**config.mk**
```make
export PLATFORM = sky130hd
export DESIGN_NAME = pipe_skid_stage
export DESIGN_NICKNAME = d
export VERILOG_FILES = /design/src/rtl/pipe_skid_stage.sv
export SDC_FILE = /design/constraint.sdc
export NUM_CORES = 1
export LEC_CHECK = 0
export BUFFER_PORTS_ARGS = -buffer_cell sky130_fd_sc_hd__buf_2
export CORE_ASPECT_RATIO = 1.1
export CORE_MARGIN = 4
export CORE_UTILIZATION = 49
export CTS_CLUSTER_DIAMETER = 120
export DETAILED_ROUTE_END_ITERATION = 8
export GPL_TIMING_DRIVEN = 0
export HOLD_SLACK_MARGIN = 0.12
export PLACE_DENSITY = 0.76
export SYNTH_ARGS = -nofsm -noshare
export SYNTH_HDL_FRONTEND = slang
export SYNTH_SLANG_ARGS = --single-unit
```
**constraint.sdc**
```tcl
create_clock -name clk -period 2.2 [get_ports clk]
set_input_delay 0.33 -clock clk [delete_from_list [all_inputs] [get_ports clk]]
set_output_delay 0.33 -clock clk [all_outputs]
set_load 0.01 [all_outputs]
```
**src/rtl/pipe_skid_stage.sv**
```systemverilog
// rtl/pipe_skid_stage.sv - inter-stage pipeline register with 2-entry skid buffer, flush bubble and stall counter
module pipe_skid_stage #(
  parameter int unsigned    DW        = 32,
  parameter logic [DW-1:0]  KEEP_MASK = {DW{1'b0}},
  parameter logic [DW-1:0]  CLR_VAL   = {DW{1'b0}},
  parameter int unsigned    CW        = 16
) (
  input  logic          clk,
  input  logic          reset,
  input  logic          in_valid,
  output logic          in_ready,
  input  logic [DW-1:0] in_data,
  output logic          out_valid,
  input  logic          out_ready,
  output logic [DW-1:0] out_data,
  output logic          out_bubble,
  input  logic          hold,
  input  logic          flush,
  output logic [1:0]    occ,
  output logic [CW-1:0] stall_cnt
);

  // Occupancy doubles as the FSM state: EMPTY, ONE (head only), FULL (head + skid).
  typedef enum logic [1:0] {
    EMPTY = 2'd0,
    ONE   = 2'd1,
    FULL  = 2'd2
  } state_e;

  state_e        state_q, state_d;
  logic [DW-1:0] head_q, head_d;
  logic [DW-1:0] skid_q, skid_d;
  logic          bubble_q, bubble_d;
  logic          in_ready_q;
  logic [CW-1:0] stall_cnt_q;
  logic          acc, rel, stall_cyc;

  // in_ready_q only knows the occupancy; hold is applied combinationally on top,
  // which keeps out_ready out of the in_ready path.
  assign in_ready   = in_ready_q & ~hold;
  assign out_valid  = (state_q != EMPTY) & ~hold;
  assign out_data   = head_q;
  assign out_bubble = bubble_q;
  assign occ        = state_q;
  assign stall_cnt  = stall_cnt_q;

  assign acc       = in_valid & in_ready;
  assign rel       = out_valid & out_ready;
  assign stall_cyc = hold | (out_valid & ~out_ready);

  // Next state and payload movement; flush beats hold, hold freezes everything else.
  always_comb begin
    state_d  = state_q;
    head_d   = head_q;
    skid_d   = skid_q;
    bubble_d = bubble_q;
    if (flush) begin
      head_d   = (in_data & KEEP_MASK) | (CLR_VAL & ~KEEP_MASK);
      bubble_d = 1'b1;
      state_d  = ONE;
    end else if (!hold) begin
      case (state_q)
        EMPTY: begin
          if (acc) begin
            state_d  = ONE;
            head_d   = in_data;
            bubble_d = 1'b0;
          end
        end
        ONE: begin
          if (acc && rel) begin
            head_d   = in_data;
            bubble_d = 1'b0;
          end else if (acc) begin
            state_d = FULL;
            skid_d  = in_data;
          end else if (rel) begin
            state_d  = EMPTY;
            bubble_d = 1'b0;
          end
        end
        FULL: begin
          if (rel) begin
            state_d  = ONE;
            head_d   = skid_q;
            bubble_d = 1'b0;
          end
        end
        default: begin
          state_d  = EMPTY;
          bubble_d = 1'b0;
        end
      endcase
    end
  end

  // State, payload registers and registered in_ready.
  always_ff @(posedge clk) begin
    if (reset) begin
      state_q    <= EMPTY;
      head_q     <= CLR_VAL;
      skid_q     <= CLR_VAL;
      bubble_q   <= 1'b0;
      in_ready_q <= 1'b1;
    end else begin
      state_q    <= state_d;
      head_q     <= head_d;
      skid_q     <= skid_d;
      bubble_q   <= bubble_d;
      in_ready_q <= (state_d != FULL);
    end
  end

  // Saturating stall-cycle counter for CPI profiling.
  always_ff @(posedge clk) begin
    if (reset) begin
      stall_cnt_q <= '0;
    end else if (stall_cyc && (stall_cnt_q != {CW{1'b1}})) begin
      stall_cnt_q <= stall_cnt_q + CW'(1);
    end
  end

endmodule

```
# After elaboration in Yosys (flattened, before gate mapping)
# Index checks and enable logic that the tools add are counted.
# word_totals
register_bits	84
output_inout_bits	53
elab_cells	55
inputBits	38
# classes
eq_ne	10
reduce_logical	9
n_mux	19
bitwise	10
addsub	1
# op_table
operator	count
$mux 32	3
$pmux 32 s3	1
$add 16x1->16 const B	1
$ne 16x16->1 const B	1
$mux 2	7
$reduce_and 5->1	2
$ne 2x2->1 const B	4
$mux 1	6
$pmux 2 s3	1
$and 1x1->1	5
$ne 4x4->1 const B	1
$not 1->1	4
$ne 3x3->1 const B	1
$pmux 1 s3	1
$reduce_and 3->1	1
$reduce_bool 3->1	1
$eq 2x1->1 const B	1
$eq 2x2->1 const B	1
$logic_and 1x1->1	2
$logic_not 2->1	1
$ne 2x1->1 const B	1
$reduce_bool 2->1	1
$reduce_or 2->1	1
$or 1x1->1	1

# Longest topological paths before layout
# Gate-level depths: netlist of run 1.
# depth
depth_word	10
mapped_depth	10
mapped_depth_nobuf	6

# Worst setup path before layout of run 1
# Ideal clock, no wire load.
# synth_timing
kind	reg-to-reg
startpoint	reg state_q[0] (netlist: occ[0])
endpoint	reg head_q[12] (netlist: out_data[12])
setup_time_ps	141
synth_period_minus_slack_ps	2363
path_stages_with_launch	10
t_arrival_ps	2222
path_slack_ps	-163
path_buffers	3
cell_sequence	dfxtp_1 inv_1 ha_1 buf_6 or3b_1 buf_6 a211oi_4 buf_6 o21a_1 nor3_2
# synth_between
elab_chain_len	6
word_cells_on_any_way	13
classes_between	eq/ne: 5; mux: 1; bitwise: 2; reduce/logical: 5
# synth_rtl
element	line	rtl
start, declared	30	state_e state_q, state_d;
start signal, assigned	106	state_q <= state_d;
$reduce_bool 2->1	41	assign out_valid = (state_q != EMPTY) & ~hold;
$and 1x1->1	41	
$and 1x1->1	48	assign rel = out_valid & out_ready;
$logic_and 1x1->1	71	if (acc && rel) begin
$ne 2x2->1 (no line)	n/a	
$reduce_and 5->1 (no line)	n/a	
end signal, assigned	101	head_q <= CLR_VAL;
end signal, assigned	107	head_q <= head_d;
end, declared	31	logic [DW-1:0] head_q, head_d;
# Several ways; a longest one is shown, not always the timed one.
# A chain may end at the register's enable or synchronous reset.

# Worst setup path after layout of run 1
# layout_timing
startpoint	reg state_q[0] (netlist: occ[0])
endpoint	reg head_q[17] (netlist: out_data[17])
# Same word-level chain as after synthesis.

==> results of run 1 <==
==> routing by layer <==
layer,vias to the layer above,global-route usage,share of wire
met3,18,0.0353,0.057
li1,1891,-,-
met5,-,0,0
met4,0,0.0732,0.022
met1,1735,0.250,0.42
met2,97,0.347,0.50
==> kinds of logic (layout without fill, tap and decap cells) <==
group	count (synthesis)	in the layout
and+or+nand+nor	194	194
AOI/OAI and AO/OA	102	102
DFF	84	84
buffers and inverters	43	155
muxes	39	39
adders and majority gates	7	7
xor gates and xnor gates	1	1
==> cells in the final DEF (no fill, tap or decap), types with 2 or more instances in the layout <==
cell and n:
and4_1 4, ha_1 5, mux2i_1 33, nor3_1 33, nor4_1 3, o21a_1 33, nor2_1 9, clkbuf_1 11
nor3_2 33, o21ai_0 7, inv_1 5, clkbuf_8 11, o31ai_1 2, nand2_1 71, a21boi_0 2, clkbuf_2 5
buf_6 8, or3_1 4, nand4_1 7, mux2_2 6, nor2b_1 7, clkbuf_4 2, a21oi_1 45, buf_4 7
or4_1 3, dfxtp_1 82, buf_2 97, nand3_1 6, clkinv_2 2, dfxtp_4 2, nand2b_1 5, and3_1 2
==> final cells by class <==
| cell class | instances | area, um2 |
|---|---|---|
| Fill cell | 766 | 3240 |
| Timing Repair Buffer | 99 | 554 |
| Clock inverter | 5 | 57.6 |
| Sequential cell | 84 | 1690 |
| Inverter | 5 | 18.8 |
| Tap cell | 111 | 139 |
| Buffer | 35 | 221 |
| Clock buffer | 11 | 151 |
| Multi-Input combinational cell | 343 | 2290 |
==> final timing paths <==
kind | to | slack, ns | from
min | skid_q[13] | 0.23 | in_data[13]
min reg2reg | skid_q[23] | 0.46 | skid_q[23]
max | out_data[17] | 0.05 | occ[0]
max reg2reg | out_data[17] | 0.05 | occ[0]
==> sequential cells by signal (all words and copies together) (netlist names) <==
| name | flops |
|---|---|
| out_data | 32 |
| skid_q | 32 |
| occ | 2 |
| out_bubble | 1 |
| stall_cnt | 16 |
| in_ready_q | 1 |
==> power groups by stage <==
stage | logic [uW] | clock network (uW) | registers [uW]
3_5_place_dp | 500 | 0 | 1640
6_report | 532 | 1140 | 1600
5_1_grt | 585 | 1220 | 1610
3_3_place_gp | 490 | 0 | 1640
4_1_cts | 533 | 1160 | 1600
2_1_floorplan | 326 | 0 | 1650
==> stage by stage <==
step,util,TNS (ns),total power (uW)
after floorplan,-,0,1980
after global placement,0.573,-8.49,2130
after detailed placement,0.573,-11.53,2140
after CTS,0.612,0,3300
after global routing,0.613,-0.00299,3410
final,0.613,0,3270
==> worst max-delay path, cell delays in order (launching register included) <==
cell	delay, ns
dfxtp_4	0.35
inv_1	0.07
ha_2	0.19
buf_6	0.14
or3b_4	0.40
buf_6	0.14
a211oi_4	0.23
buf_12	0.17
buf_6	0.14
o21a_1	0.15
nor3_2	0.04
==> what timing repair did <==
action                     CTS  global route
setup endpoints to repair   65            65
resized for setup           17             8
hold buffers                 0             0
buffers inserted             8             0
pin swaps                    2             2
cloned                       1             0
==> flow_results.xml, run 1 <==
<?xml version="1.0" encoding="UTF-8"?>
<metrics>
  <group name="run_status">
    <metric name="status" unit="">finished, final reports clean</metric>
  </group>
  <group name="setup_path">
    <metric name="timing.critical_path.to_type" unit="">flop</metric>
    <metric name="critical_path.max_fanout" unit="">10</metric>
    <metric name="critical_path_class" unit="">flop to flop</metric>
    <metric name="start_kind" unit="">flop</metric>
    <metric name="r2r_cells" unit="">10</metric>
    <metric name="worst-endpoint-required" unit="ns">2.41</metric>
    <metric name="critPathArrivalTime" unit="ns">2.36</metric>
  </group>
  <group name="clock_tree">
    <metric name="cts.sink_count" unit="">84</metric>
    <metric name="cts-root-buf" unit="">clkbuf_8</metric>
    <metric name="clkSlewWorstSetupHoldPaths" unit="ns">0.09</metric>
    <metric name="ctsHtreeMaxLevel" unit="">3</metric>
    <metric name="worst_skew_pair.late_latency" unit="ns">0.34</metric>
    <metric name="cts_buffers" unit="">9</metric>
    <metric name="cts_tree" unit="">built</metric>
    <metric name="cts_buffer_depth" unit="">2</metric>
  </group>
  <group name="cells_and_area">
    <metric name="fraction_of_final_layout_cells_sized_beyond_drive_strength_1" unit="">0.320</metric>
    <metric name="area_growth" unit="%">22.1</metric>
    <metric name="n_antenna_cell" unit="">0</metric>
    <metric name="finalInstanceArea" unit="um2">5130</metric>
    <metric name="finish.net_count" unit="">621</metric>
    <metric name="final_cell_count_no_fill" unit="">693</metric>
  </group>
  <group name="sta">
    <metric name="share_of_the_cycle_needed_by_the_critical_path_after_routing" unit="">0.977</metric>
    <metric name="worst_clock_skew" unit="ns">0.0134</metric>
    <metric name="grt_setup_unrepaired" unit="">yes</metric>
    <metric name="max_slew_vio_count" unit="">0</metric>
    <metric name="slew-limit-headroom" unit="">0.403</metric>
    <metric name="measured_slew_at_the_worst_slew_check_pin" unit="ns">0.887</metric>
    <metric name="fmax" unit="GHz">0.465</metric>
    <metric name="setup_ws" unit="ns">0.0503</metric>
    <metric name="fin_crit" unit="ns">2.15</metric>
    <metric name="timing.final.setup_violations" unit="">0</metric>
    <metric name="finalHoldWorstSlack" unit="ns">0.226</metric>
    <metric name="hold_violations" unit="">0</metric>
  </group>
  <group name="synthesis">
    <metric name="synth.avg_cell_area" unit="um2">8.93</metric>
    <metric name="synth_simple_gate_area_frac" unit="">0.264</metric>
    <metric name="ys.flop_type" unit="">dfxtp_1</metric>
    <metric name="async_reset_ff_frac" unit="">0</metric>
    <metric name="synth_compound_gate_area_share" unit="">0.162</metric>
    <metric name="ys_seq_area_frac" unit="">0.401</metric>
    <metric name="ys_ff_latch" unit="">84</metric>
    <metric name="synthTopCellsByCount" unit="">84 x dfxtp_1, 71 x nand2_1, 45 x a21oi_1</metric>
    <metric name="synthesis.area" unit="um2">4200</metric>
    <metric name="yosys-mux-area-fraction" unit="">0.0948</metric>
    <metric name="post-synth-top-area-fraction" unit="">0.401</metric>
    <metric name="syn_inst" unit="">470</metric>
    <metric name="synth-edff-count" unit="">0</metric>
    <metric name="synth_top_area_cell" unit="">dfxtp_1</metric>
    <metric name="xor_xnor_cell_area_share_of_the_yosys_netlist" unit="">0.00209</metric>
    <metric name="warnings_synthesis" unit="">0</metric>
    <metric name="synth.most_common_cell" unit="">dfxtp_1</metric>
    <metric name="synth-adder-area-share" unit="">0.0203</metric>
    <metric name="combinational_family_with_the_most_area_after_synthesis" unit="">simple AND/OR/NAND/NOR gates</metric>
    <metric name="synth_nets" unit="">514</metric>
    <metric name="yosys.cell_types.count" unit="">49</metric>
    <metric name="post_synth_main_area_contributors" unit="">dfxtp_1 40%, mux2i_1 7.9%, nor3_2 7.9%</metric>
  </group>
  <group name="power">
    <metric name="net-switching-power" unit="uW">874</metric>
    <metric name="design_internal_power" unit="uW">2400</metric>
    <metric name="leakage" unit="uW">0.00197</metric>
    <metric name="cellPowerDensity" unit="nW/um2">638</metric>
    <metric name="power_frac_seq" unit="">0.489</metric>
    <metric name="combPwrFrac" unit="">0.163</metric>
    <metric name="power_frac_clock" unit="">0.348</metric>
    <metric name="ir_worst_vdd" unit="mV">0.343</metric>
    <metric name="swShare" unit="">0.267</metric>
  </group>
  <group name="global_route">
    <metric name="antenna_found_initial" unit="">0</metric>
    <metric name="grtUsageTotal" unit="">0.203</metric>
    <metric name="maximum_number_of_pins_on_one_net_before_global_route_repair" unit="">15</metric>
    <metric name="global_route_wire_length_before_repair" unit="um">16400</metric>
    <metric name="global_route.overflow_total" unit="">0</metric>
    <metric name="vias_in_the_first_global_route" unit="">3578</metric>
  </group>
  <group name="place">
    <metric name="gpl.final_weighted_congestion" unit="">0.862</metric>
    <metric name="place.port_buffers" unit="">90</metric>
    <metric name="place_hpwl" unit="um">7340</metric>
    <metric name="detailed_place.area" unit="um2">4790</metric>
    <metric name="placed_cells_incl_taps" unit="">671</metric>
    <metric name="place_worst_setup_slack" unit="ns">-0.352</metric>
  </group>
  <group name="route">
    <metric name="vias_per_cell" unit="">5.40</metric>
    <metric name="post-route-drc-count" unit="">0</metric>
    <metric name="initialDrtViolationCount" unit="">95</metric>
    <metric name="vias" unit="">3741</metric>
    <metric name="routed_wirelength" unit="um">10000</metric>
    <metric name="per_cell_routed_wire_length" unit="um">14.5</metric>
    <metric name="detail-route-antenna-nets" unit="">0</metric>
    <metric name="firstDrtPassIters" unit="">4</metric>
  </group>
  <group name="floorplanning">
    <metric name="start_util" unit="">0.502</metric>
    <metric name="die_w" unit="um">96.3</metric>
    <metric name="core_area" unit="um2">8360</metric>
    <metric name="die_area" unit="um2">10100</metric>
    <metric name="rows" unit="">35</metric>
    <metric name="die_h" unit="um">105</metric>
    <metric name="floorplan.io_pins" unit="">91</metric>
  </group>
  <group name="hold_path">
    <metric name="min_path_cells" unit="">3</metric>
    <metric name="worstHoldPathType" unit="">primary input to flop</metric>
  </group>
  <group name="flow_run">
    <metric name="drv.max_cap_violation_count" unit="">0</metric>
  </group>
</metrics>
No activity file was read; power rests on OpenSTA's default activity.
==> run 2, diff against run 1 <==
- CORE_UTILIZATION: 49 -> 51
- GPL_TIMING_DRIVEN: 0 -> default
- clock period: 2.2 -> 2.7 ns (I/O delays scaled with it)
==> flow_results.xml, run 2 (synthesis gave the netlist of run 1 again) <==
<?xml version="1.0" encoding="UTF-8"?>
<metrics>
  <group name="place">
    <metric name="place.port_buffers" unit="">90</metric>
    <metric name="placed_cells_incl_taps" unit="">637</metric>
    <metric name="place_hpwl" unit="um">6530</metric>
    <metric name="place_worst_setup_slack" unit="ns">0.374</metric>
    <metric name="gpl.final_weighted_congestion" unit="">0.910</metric>
    <metric name="detailed_place.area" unit="um2">4660</metric>
  </group>
  <group name="global_route">
    <metric name="antenna_found_initial" unit="">0</metric>
    <metric name="global_route.overflow_total" unit="">0</metric>
    <metric name="vias_in_the_first_global_route" unit="">3310</metric>
    <metric name="grtUsageTotal" unit="">0.199</metric>
    <metric name="global_route_wire_length_before_repair" unit="um">15400</metric>
    <metric name="maximum_number_of_pins_on_one_net_before_global_route_repair" unit="">65</metric>
  </group>
  <group name="sta">
    <metric name="setup_ws" unit="ns">0.327</metric>
    <metric name="worst_clock_skew" unit="ns">0.00843</metric>
    <metric name="slew-limit-headroom" unit="">0.424</metric>
    <metric name="setup_total_negative_slack" unit="ns">0</metric>
    <metric name="fin_crit" unit="ns">2.37</metric>
    <metric name="hold_violations" unit="">0</metric>
    <metric name="fmax" unit="GHz">0.421</metric>
    <metric name="grt_setup_unrepaired" unit="">no</metric>
    <metric name="measured_slew_at_the_worst_slew_check_pin" unit="ns">0.856</metric>
    <metric name="share_of_the_cycle_needed_by_the_critical_path_after_routing" unit="">0.879</metric>
    <metric name="timing.final.setup_violations" unit="">0</metric>
    <metric name="max_slew_vio_count" unit="">0</metric>
  </group>
  <group name="route">
    <metric name="vias" unit="">3579</metric>
    <metric name="firstDrtPassIters" unit="">4</metric>
    <metric name="post-route-drc-count" unit="">0</metric>
    <metric name="routed_wirelength" unit="um">9610</metric>
    <metric name="route.top_layer_used" unit="">met4</metric>
    <metric name="routedLengthMet1" unit="um">4300</metric>
    <metric name="per_cell_routed_wire_length" unit="um">14.7</metric>
    <metric name="met2_wirelength" unit="um">4600</metric>
    <metric name="initialDrtViolationCount" unit="">126</metric>
    <metric name="vias_per_cell" unit="">5.48</metric>
    <metric name="detail-route-antenna-nets" unit="">0</metric>
    <metric name="met3RoutedLength" unit="um">530</metric>
  </group>
  <group name="run_status">
    <metric name="status" unit="">finished, final reports clean</metric>
  </group>
  <group name="cells_and_area">
    <metric name="layout_commonest_cell" unit="">buf_2</metric>
    <metric name="area_growth" unit="%">16.4</metric>
    <metric name="finish.net_count" unit="">584</metric>
    <metric name="post-route-util" unit="">0.614</metric>
    <metric name="n_antenna_cell" unit="">0</metric>
    <metric name="fraction_of_final_layout_cells_sized_beyond_drive_strength_1" unit="">0.290</metric>
    <metric name="layout.cells.most_common_list" unit="">90 x buf_2, 84 x dfxtp_1, 71 x nand2_1</metric>
    <metric name="finalInstanceArea" unit="um2">4880</metric>
    <metric name="final_cell_count_no_fill" unit="">653</metric>
  </group>
  <group name="power">
    <metric name="cellPowerDensity" unit="nW/um2">551</metric>
    <metric name="leakage" unit="uW">0.00181</metric>
    <metric name="ir_worst_vdd" unit="mV">0.316</metric>
  </group>
  <group name="clock_tree">
    <metric name="hold_buffers" unit="">0</metric>
    <metric name="cts_buffer_depth" unit="">2</metric>
    <metric name="post_cts_resize_count" unit="">0</metric>
    <metric name="cts.sink_count" unit="">84</metric>
    <metric name="cts-root-buf" unit="">clkbuf_8</metric>
    <metric name="cts_buffers" unit="">9</metric>
    <metric name="clkSlewWorstSetupHoldPaths" unit="ns">0.09</metric>
    <metric name="cts_setup_buffers" unit="">0</metric>
    <metric name="worst_skew_pair.late_latency" unit="ns">0.36</metric>
    <metric name="cts_tree" unit="">built</metric>
    <metric name="ctsHtreeMaxLevel" unit="">3</metric>
  </group>
  <group name="setup_path">
    <metric name="worst-endpoint-required" unit="ns">2.93</metric>
    <metric name="critical_path_class" unit="">flop to flop</metric>
    <metric name="critical_path.max_fanout" unit="">64</metric>
    <metric name="timing.critical_path.to_type" unit="">flop</metric>
    <metric name="critPathArrivalTime" unit="ns">2.60</metric>
    <metric name="start_kind" unit="">flop</metric>
  </group>
  <group name="floorplanning">
    <metric name="floorplan.io_pins" unit="">91</metric>
    <metric name="die_area" unit="um2">9750</metric>
    <metric name="rows" unit="">34</metric>
    <metric name="start_util" unit="">0.528</metric>
    <metric name="die_h" unit="um">103</metric>
    <metric name="die_w" unit="um">94.5</metric>
    <metric name="core_area" unit="um2">7960</metric>
  </group>
  <group name="hold_path">
    <metric name="worstHoldPathType" unit="">primary input to flop</metric>
  </group>
  <group name="flow_run">
    <metric name="drv.max_cap_violation_count" unit="">0</metric>
  </group>
</metrics>
-- run 2: cell types whose count changed in the layout (fill, tap and decap cells not counted), moves of 3 or more --
cell	delta
buf_4	-3
buf_2	-7
buf_6	-8
clkbuf_2	-5
clkinvlp_4	+3
clkbuf_1	-11
-- run 2: area by class of cell --
cell class / count / area [um2]
clock inverter: 7 / 100
multi-input combinational: 343 / 2280
clock buffer: 9 / 124
tap: 108 / 135
timing repair buffer: 97 / 541
inverter: 5 / 18.8
fill: 717 / 3070
sequential: 84 / 1680
-- run 2: worst paths after layout --
path / startpoint / to / slack (ns) / cells past startpoint
hold / removal: in_data[13] / skid_q[13] / 0.29 / 3
setup / recovery: occ[0] / out_data[30] / 0.33 / 7
setup reg to reg: occ[0] / out_data[30] / 0.33 / 7
hold reg to reg: skid_q[28] / skid_q[28] / 0.46 / 2
-- run 2: per-stage QoR --
step / hold WS, ns / power (uW)
floorplan: 0.436 / 1610
global placement: 0.441 / 1720
detailed placement: 0.447 / 1730
CTS: 0.279 / 2720
global route: 0.287 / 2810
finish: 0.290 / 2690
-- run 2: critical path, cell delays in order, from the launching register on --
cell      delay, ns
dfxtp_1        0.45
inv_1          0.13
ha_1           0.32
or3b_1         0.53
a211oi_4       0.28
buf_12         0.29
o21a_1         0.18
nor3_2         0.04
-- run 2: power breakdown --
group          leakage (uW)  internal, uW  switching [uW]
registers          0.000681          1280            27.2
clock network      0.000102           525             469
logic               0.00103           165             224
-- run 2: metal layers --
metal,GRT usage,vias up
met3,0.0474,16
met4,0.0777,0
met2,0.339,87
met5,0,-
met1,0.243,1673
li1,-,1803
